### src/rtl/add_pipe_pkg.sv
// Shared types and helpers for the pipelined add/subtract unit (add_pipe).
package add_pipe_pkg;

  typedef struct packed {
    logic n;
    logic z;
    logic c;
    logic v;
  } alu_flags_t;

  localparam int FLAG_N = 3;
  localparam int FLAG_Z = 2;
  localparam int FLAG_C = 1;
  localparam int FLAG_V = 0;

  // A legal split gives every stage the same non-zero number of bits.
  function automatic bit stages_fit(input int width, input int stages);
    return (stages >= 1) && (stages <= width) && ((width % stages) == 0);
  endfunction

endpackage

### src/rtl/add_pipe_slice.sv
// One pipeline stage of add_pipe: resolves SW result bits at offset IDX*SW and
// forwards operands, lower result bits and carry; keeps a running zero flag with ADD_PIPE_FLAGS_EN.
module add_pipe_slice
  import add_pipe_pkg::*;
#(
  parameter int WIDTH = 16,
  parameter int SW    = 4,
  parameter int IDX   = 0
) (
  input  logic             clk,
  input  logic             rst_n,
  input  logic             up_valid,
  input  logic             dn_ready,
  output logic             dn_valid,
  input  logic [WIDTH-1:0] a_in,
  input  logic [WIDTH-1:0] b_in,
  input  logic [WIDTH-1:0] res_in,
  input  logic             c_in,
  output logic [WIDTH-1:0] a_q,
  output logic [WIDTH-1:0] b_q,
  output logic [WIDTH-1:0] res_q,
  output logic             c_q
`ifdef ADD_PIPE_FLAGS_EN
  ,
  input  logic             z_in,
  output logic             z_q
`endif
);

  logic             load;
  logic [SW:0]      slice_sum;
  logic [WIDTH-1:0] res_next;

  // The stage refills whenever it is empty or its contents move on this cycle.
  assign load      = !dn_valid || dn_ready;
  assign slice_sum = {1'b0, a_in[IDX*SW +: SW]} + {1'b0, b_in[IDX*SW +: SW]} + {{SW{1'b0}}, c_in};

  always_comb begin
    res_next                = res_in;
    res_next[IDX*SW +: SW]  = slice_sum[SW-1:0];
  end

  always_ff @(posedge clk or negedge rst_n) begin
    if (!rst_n) begin
      dn_valid <= 1'b0;
      a_q      <= '0;
      b_q      <= '0;
      res_q    <= '0;
      c_q      <= 1'b0;
`ifdef ADD_PIPE_FLAGS_EN
      z_q      <= 1'b0;
`endif
    end else if (load) begin
      dn_valid <= up_valid;
      if (up_valid) begin
        a_q   <= a_in;
        b_q   <= b_in;
        res_q <= res_next;
        c_q   <= slice_sum[SW];
`ifdef ADD_PIPE_FLAGS_EN
        z_q   <= z_in && (slice_sum[SW-1:0] == '0);
`endif
      end
    end
  end

endmodule

### src/rtl/add_pipe.sv
// Pipelined two's-complement add/subtract with valid/ready back-pressure.
// Define ADD_PIPE_FLAGS_EN to add the {N,Z,C,V} flags port.
module add_pipe
  import add_pipe_pkg::*;
#(
  parameter int WIDTH  = 16,
  parameter int STAGES = 4
) (
  input  logic             clk,
  input  logic             rst_n,
  input  logic             in_valid,
  output logic             in_ready,
  input  logic [WIDTH-1:0] a,
  input  logic [WIDTH-1:0] b,
  input  logic             sub,
  input  logic             cin,
  output logic             out_valid,
  input  logic             out_ready,
  output logic [WIDTH-1:0] sum,
  output logic             cout
`ifdef ADD_PIPE_FLAGS_EN
  ,
  output logic [3:0]       flags
`endif
);

  localparam int SW = WIDTH / STAGES;

  if (!stages_fit(WIDTH, STAGES)) begin : g_bad_cfg
    $error("add_pipe: WIDTH must be a multiple of STAGES with 1 <= STAGES <= WIDTH");
  end

  logic [STAGES-1:0] stage_valid;
  logic [STAGES-1:0] can_load;
  logic [WIDTH-1:0]  a_pipe   [STAGES+1];
  logic [WIDTH-1:0]  b_pipe   [STAGES+1];
  logic [WIDTH-1:0]  res_pipe [STAGES+1];
  logic [STAGES:0]   c_pipe;
`ifdef ADD_PIPE_FLAGS_EN
  logic [STAGES:0]   z_pipe;
  alu_flags_t        flag_bits;
`endif
  logic              unused_bits;

  assign a_pipe[0]   = a;
  assign b_pipe[0]   = sub ? ~b : b;
  assign res_pipe[0] = '0;
  assign c_pipe[0]   = cin;
`ifdef ADD_PIPE_FLAGS_EN
  assign z_pipe[0]   = 1'b1;
`endif

  for (genvar k = 0; k < STAGES; k++) begin : g_stage
    logic up_valid;
    logic dn_ready;

    // Stage k can load unless it and every stage after it are full and stalled.
    assign can_load[k] = out_ready || !(&stage_valid[STAGES-1:k]);

    if (k == 0) begin : g_head
      assign up_valid = in_valid;
    end else begin : g_body
      assign up_valid = stage_valid[k-1];
    end

    if (k == STAGES - 1) begin : g_tail
      assign dn_ready = out_ready;
    end else begin : g_inner
      assign dn_ready = can_load[k+1];
    end

    add_pipe_slice #(
      .WIDTH (WIDTH),
      .SW    (SW),
      .IDX   (k)
    ) u_slice (
      .clk      (clk),
      .rst_n    (rst_n),
      .up_valid (up_valid),
      .dn_ready (dn_ready),
      .dn_valid (stage_valid[k]),
      .a_in     (a_pipe[k]),
      .b_in     (b_pipe[k]),
      .res_in   (res_pipe[k]),
      .c_in     (c_pipe[k]),
      .a_q      (a_pipe[k+1]),
      .b_q      (b_pipe[k+1]),
      .res_q    (res_pipe[k+1]),
      .c_q      (c_pipe[k+1])
`ifdef ADD_PIPE_FLAGS_EN
      ,
      .z_in     (z_pipe[k]),
      .z_q      (z_pipe[k+1])
`endif
    );
  end

  assign in_ready    = can_load[0];
  assign out_valid   = stage_valid[STAGES-1];
  assign sum         = res_pipe[STAGES];
  assign cout        = c_pipe[STAGES];
  assign unused_bits = ^{a_pipe[STAGES], b_pipe[STAGES]};

`ifdef ADD_PIPE_FLAGS_EN
  // Overflow uses the operand MSBs that travelled down alongside the result.
  always_comb begin
    flag_bits.n = sum[WIDTH-1];
    flag_bits.z = z_pipe[STAGES];
    flag_bits.c = cout;
    flag_bits.v = (a_pipe[STAGES][WIDTH-1] == b_pipe[STAGES][WIDTH-1]) &&
                  (sum[WIDTH-1] != a_pipe[STAGES][WIDTH-1]);
  end

  assign flags = flag_bits;
`endif

endmodule

### config.mk
export PLATFORM = sky130hd
export DESIGN_NAME = add_pipe
export DESIGN_NICKNAME = d
export VERILOG_FILES = /design/src/rtl/add_pipe_pkg.sv /design/src/rtl/add_pipe_slice.sv /design/src/rtl/add_pipe.sv
export SDC_FILE = /design/constraint.sdc
export NUM_CORES = 1
export LEC_CHECK = 0
export ABC_AREA = 1
export BUFFER_PORTS_ARGS = -buffer_cell sky130_fd_sc_hd__buf_2
export CAP_MARGIN = 20
export CORE_ASPECT_RATIO = 0.9
export CORE_UTILIZATION = 40
export DETAILED_ROUTE_END_ITERATION = 12
export PLACE_DENSITY = 0.71
export SLEW_MARGIN = 10
export SYNTH_ARGS = -nofsm -noshare
export SYNTH_HDL_FRONTEND = slang
export SYNTH_SLANG_ARGS = --single-unit
### constraint.sdc
create_clock -name clk -period 1.9 [get_ports clk]
set_input_delay 0.19 -clock clk [delete_from_list [all_inputs] [get_ports clk]]
set_output_delay 0.19 -clock clk [all_outputs]
set_load 0.01 [all_outputs]
==> impl_metrics.env <==
export IMPL_cap_viol_max_count=0
export IMPL_ys_top_cells_by_area="dfrtp_1, nand2_1, o21ai_0, fa_1, ha_1"
export IMPL_yosysWarnings=0
export IMPL_cts_sinks=96
export IMPL_antenna_found_initial=0
export IMPL_drtIter0Drc=169
export IMPL_syn_inst=470
export IMPL_hold_violations=0
export IMPL_min_path_type="input pin to flip-flop"
export IMPL_vdd_drop_max_mv=0.485
export IMPL_die_area_mm2=0.0112
export IMPL_setup_violations_final=0
export IMPL_critPathLaunchType="flip-flop"
export IMPL_pin_count=57
export IMPL_place_inst=644
export IMPL_maxSlewHeadroom_pct=70.1
export IMPL_period_share_pct=94.3
export IMPL_antenna_cells=0
export IMPL_first_pass_iters=8
export IMPL_grt_pass1_vias=2933
export IMPL_p_comb_share_pct=27.4
export IMPL_syn_area_mm2=0.00430
export IMPL_cts_setup_buffers=0
export IMPL_final_cell_count_no_fill=661
export IMPL_ys_seq_area_share_pct=55.8
export IMPL_root_buffer="clkbuf_16"
export IMPL_fp_coreArea_mm2=0.0103
export IMPL_ys_ff_latch=96
export IMPL_synth_distinct_cells=22
export IMPL_cp_end_kind="flip-flop"
export IMPL_clock_latency_ps=340
export IMPL_netSwitchingFraction_pct=32.3
export IMPL_clockBufferDepth=2
export IMPL_drcViolationCount=12
export IMPL_finalWeightedCongestion=0.810
export IMPL_synthesis_nets=528
export IMPL_die_h_um=100
export IMPL_nFillCells=967
export IMPL_nets=585
export IMPL_seqPwrFrac_pct=45.7
export IMPL_clkPwrFrac_pct=26.9
export IMPL_worstPathRequired_ps=2110
export IMPL_path_clk_slew_ps=60
export IMPL_rsz0062_at_grt="false"
export IMPL_wl_um=8120
export IMPL_cts_max_level=3
export IMPL_p_leak_nw=2.62
export IMPL_ant_nets=0
export IMPL_switchingPower_w=0.00216
export IMPL_cts_tree="built"
export IMPL_arrival_ps=2000
export IMPL_cts_buffers=9
export IMPL_track_usage_pct=16.1
export IMPL_numPortBuffers=56
export IMPL_skew_ps=5.69
export IMPL_power_density_mw_per_mm2=1330
export IMPL_hpwlAfterDp_um=5860
export IMPL_area_delta_synth_final_pct=16.7
export IMPL_max_clock_freq_ghz=0.558
export IMPL_min_period_ps=1790
export IMPL_drive_above_1_share_pct=16.4
export IMPL_worstMarginPinSlew_ps=447
export IMPL_start_util_pct=41.6
export IMPL_syn_avg_cell_area_um2=9.16
export IMPL_cp_max_fo=2
export IMPL_routedWlPerCell_um=12.3
export IMPL_grt_max_degree=46
export IMPL_die_x_um=111
export IMPL_yosysTopAreaCell="dfrtp_1"
export IMPL_num_vias=3057
export IMPL_num_rows=35
export IMPL_critical_path_class="flip-flop to flip-flop"
export IMPL_grt_pass1_wl_um=14300
export IMPL_p_int_w=0.00453
export IMPL_viasPerCell=4.62
export IMPL_violations="DRC"
export IMPL_status="complete, but fails checks"
export IMPL_grt_overflow=0
export IMPL_synth_top_area_share_pct=55.8
export IMPL_fin_setup_tns_ps=0
export IMPL_maxSlewViolCount=0
## state kept, by name, indices dropped and copies added (netlist names)
| name | flops |
|---|---|
| g_stage.u_slice.dn_valid | 4 |
| g_stage.u_slice.res_q | 40 |
| g_stage.u_slice.a_q | 24 |
| g_stage.u_slice.c_q | 4 |
| g_stage.u_slice.b_q | 24 |
## final cells by class
| class | instances | area, um2 | area share, % |
|---|---|---|---|
| sequential | 96 | 2400 | 47.8 |
| multi-input combinational | 321 | 1660 | 33.0 |
| timing repair buffer | 64 | 370 | 7.37 |
| clock buffer | 13 | 260 | 5.18 |
| tap | 129 | 161 | 3.21 |
| inverter | 35 | 131 | 2.61 |
| clock inverter | 3 | 40.0 | 0.797 |
## cells in the final DEF (no fill, tap or decap), drive strengths merged
| cell type | count |
|---|---|
| ha | 12 |
| clkbuf | 13 |
| clkinv | 2 |
| xor2 | 4 |
| inv | 35 |
| fa | 8 |
| xnor2 | 15 |
| a21oi | 9 |
| dlygate4sd3 | 1 |
| buf | 63 |
| nand3 | 15 |
| or2 | 3 |
| o21ai | 52 |
| o21bai | 1 |
| dfrtp | 96 |
| bufinv | 1 |
| nand2 | 193 |
| nor2 | 9 |
## per-layer routing
metal	GRT usage [%]	part of all wire (%)	vias up
li1	-	-	1579
met1	23.7	52	1397
met2	22.8	41	75
met3	5.37	6.0	6
met4	4.05	0.94	0
met5	0	0	-
## power by group through the flow
| stage | Combinational, W | Sequential, W | Clock [W] |
|---|---|---|---|
| 2_1_floorplan | 0.00119 | 0.00310 | 0 |
| 3_3_place_gp | 0.00176 | 0.00307 | 0 |
| 3_5_place_dp | 0.00183 | 0.00309 | 0 |
| 4_1_cts | 0.00186 | 0.00306 | 0.00185 |
| 5_1_grt | 0.00213 | 0.00314 | 0.00193 |
| 6_report | 0.00184 | 0.00306 | 0.00180 |
## logic make-up after synthesis
family / share of synthesized area [%]
AO/OA/AOI/OAI: 7.27
XOR/XNOR: 3.87
buffers and inverters: 5.70
adder cells (fa/ha/maj): 7.21
AND/OR/NAND/NOR: 20.1
flip-flops: 55.8
## through the flow
stage	utilization, %	cell area (um2)	power (W)	setup WS, ps	hold slack, ps
CTS	48.6	5020	0.00677	58.0	38.3
finish	48.6	5020	0.00669	108	47.9
floorplan	-	4300	0.00429	168	-106
detailed placement	45.6	4710	0.00493	71.3	166
global placement	45.6	4710	0.00483	133	159
global route	48.6	5020	0.00721	21.0	42.8
## worst max-delay path: stages, from the launching register on
cell	delay, ps
dfrtp_1	410
fa_2	410
fa_1	400
or2_2	290
nand3_1	80
o21ai_0	80
## worst paths after layout
check                                             from                           end  slack [ps]  cells past startpoint
setup / recovery             g_stage[1].u_slice.a_q[8]  g_stage[2].u_slice.res_q[10]         110                      5
setup reg to reg             g_stage[1].u_slice.a_q[8]  g_stage[2].u_slice.res_q[10]         110                      5
hold / removal                                   a[11]    g_stage[0].u_slice.a_q[11]          50                      3
hold reg to reg            g_stage[2].u_slice.res_q[1]   g_stage[3].u_slice.res_q[1]         470                      2
min in group asynchronous                        rst_n   g_stage[3].u_slice.res_q[3]         350                      2
max in group asynchronous                        rst_n    g_stage[0].u_slice.b_q[13]         940                      3
## repair_timing
action                                  CTS  global route
hold endpoints to repair                 32             0
endpoints found under the setup margin    0             2
hold buffers                              1             0
resized for setup                         0             1
## cells in the mapped netlist
cell type and instances:
nand2_2 1, buf_4 7, buf_2 9, nor2_2 2, a21oi_1 9, dfrtp_1 96
or2_2 3, nand2_1 191, fa_1 8, inv_1 33, xnor2_1 15, o21ai_1 3
ha_1 12, o21ai_0 49, o21bai_1 1, inv_2 2, nand3_1 15, nor2_1 7
nand2_4 1, clkbuf_2 1, buf_6 1, xor2_1 4
Power figures use the tool's default switching activity.
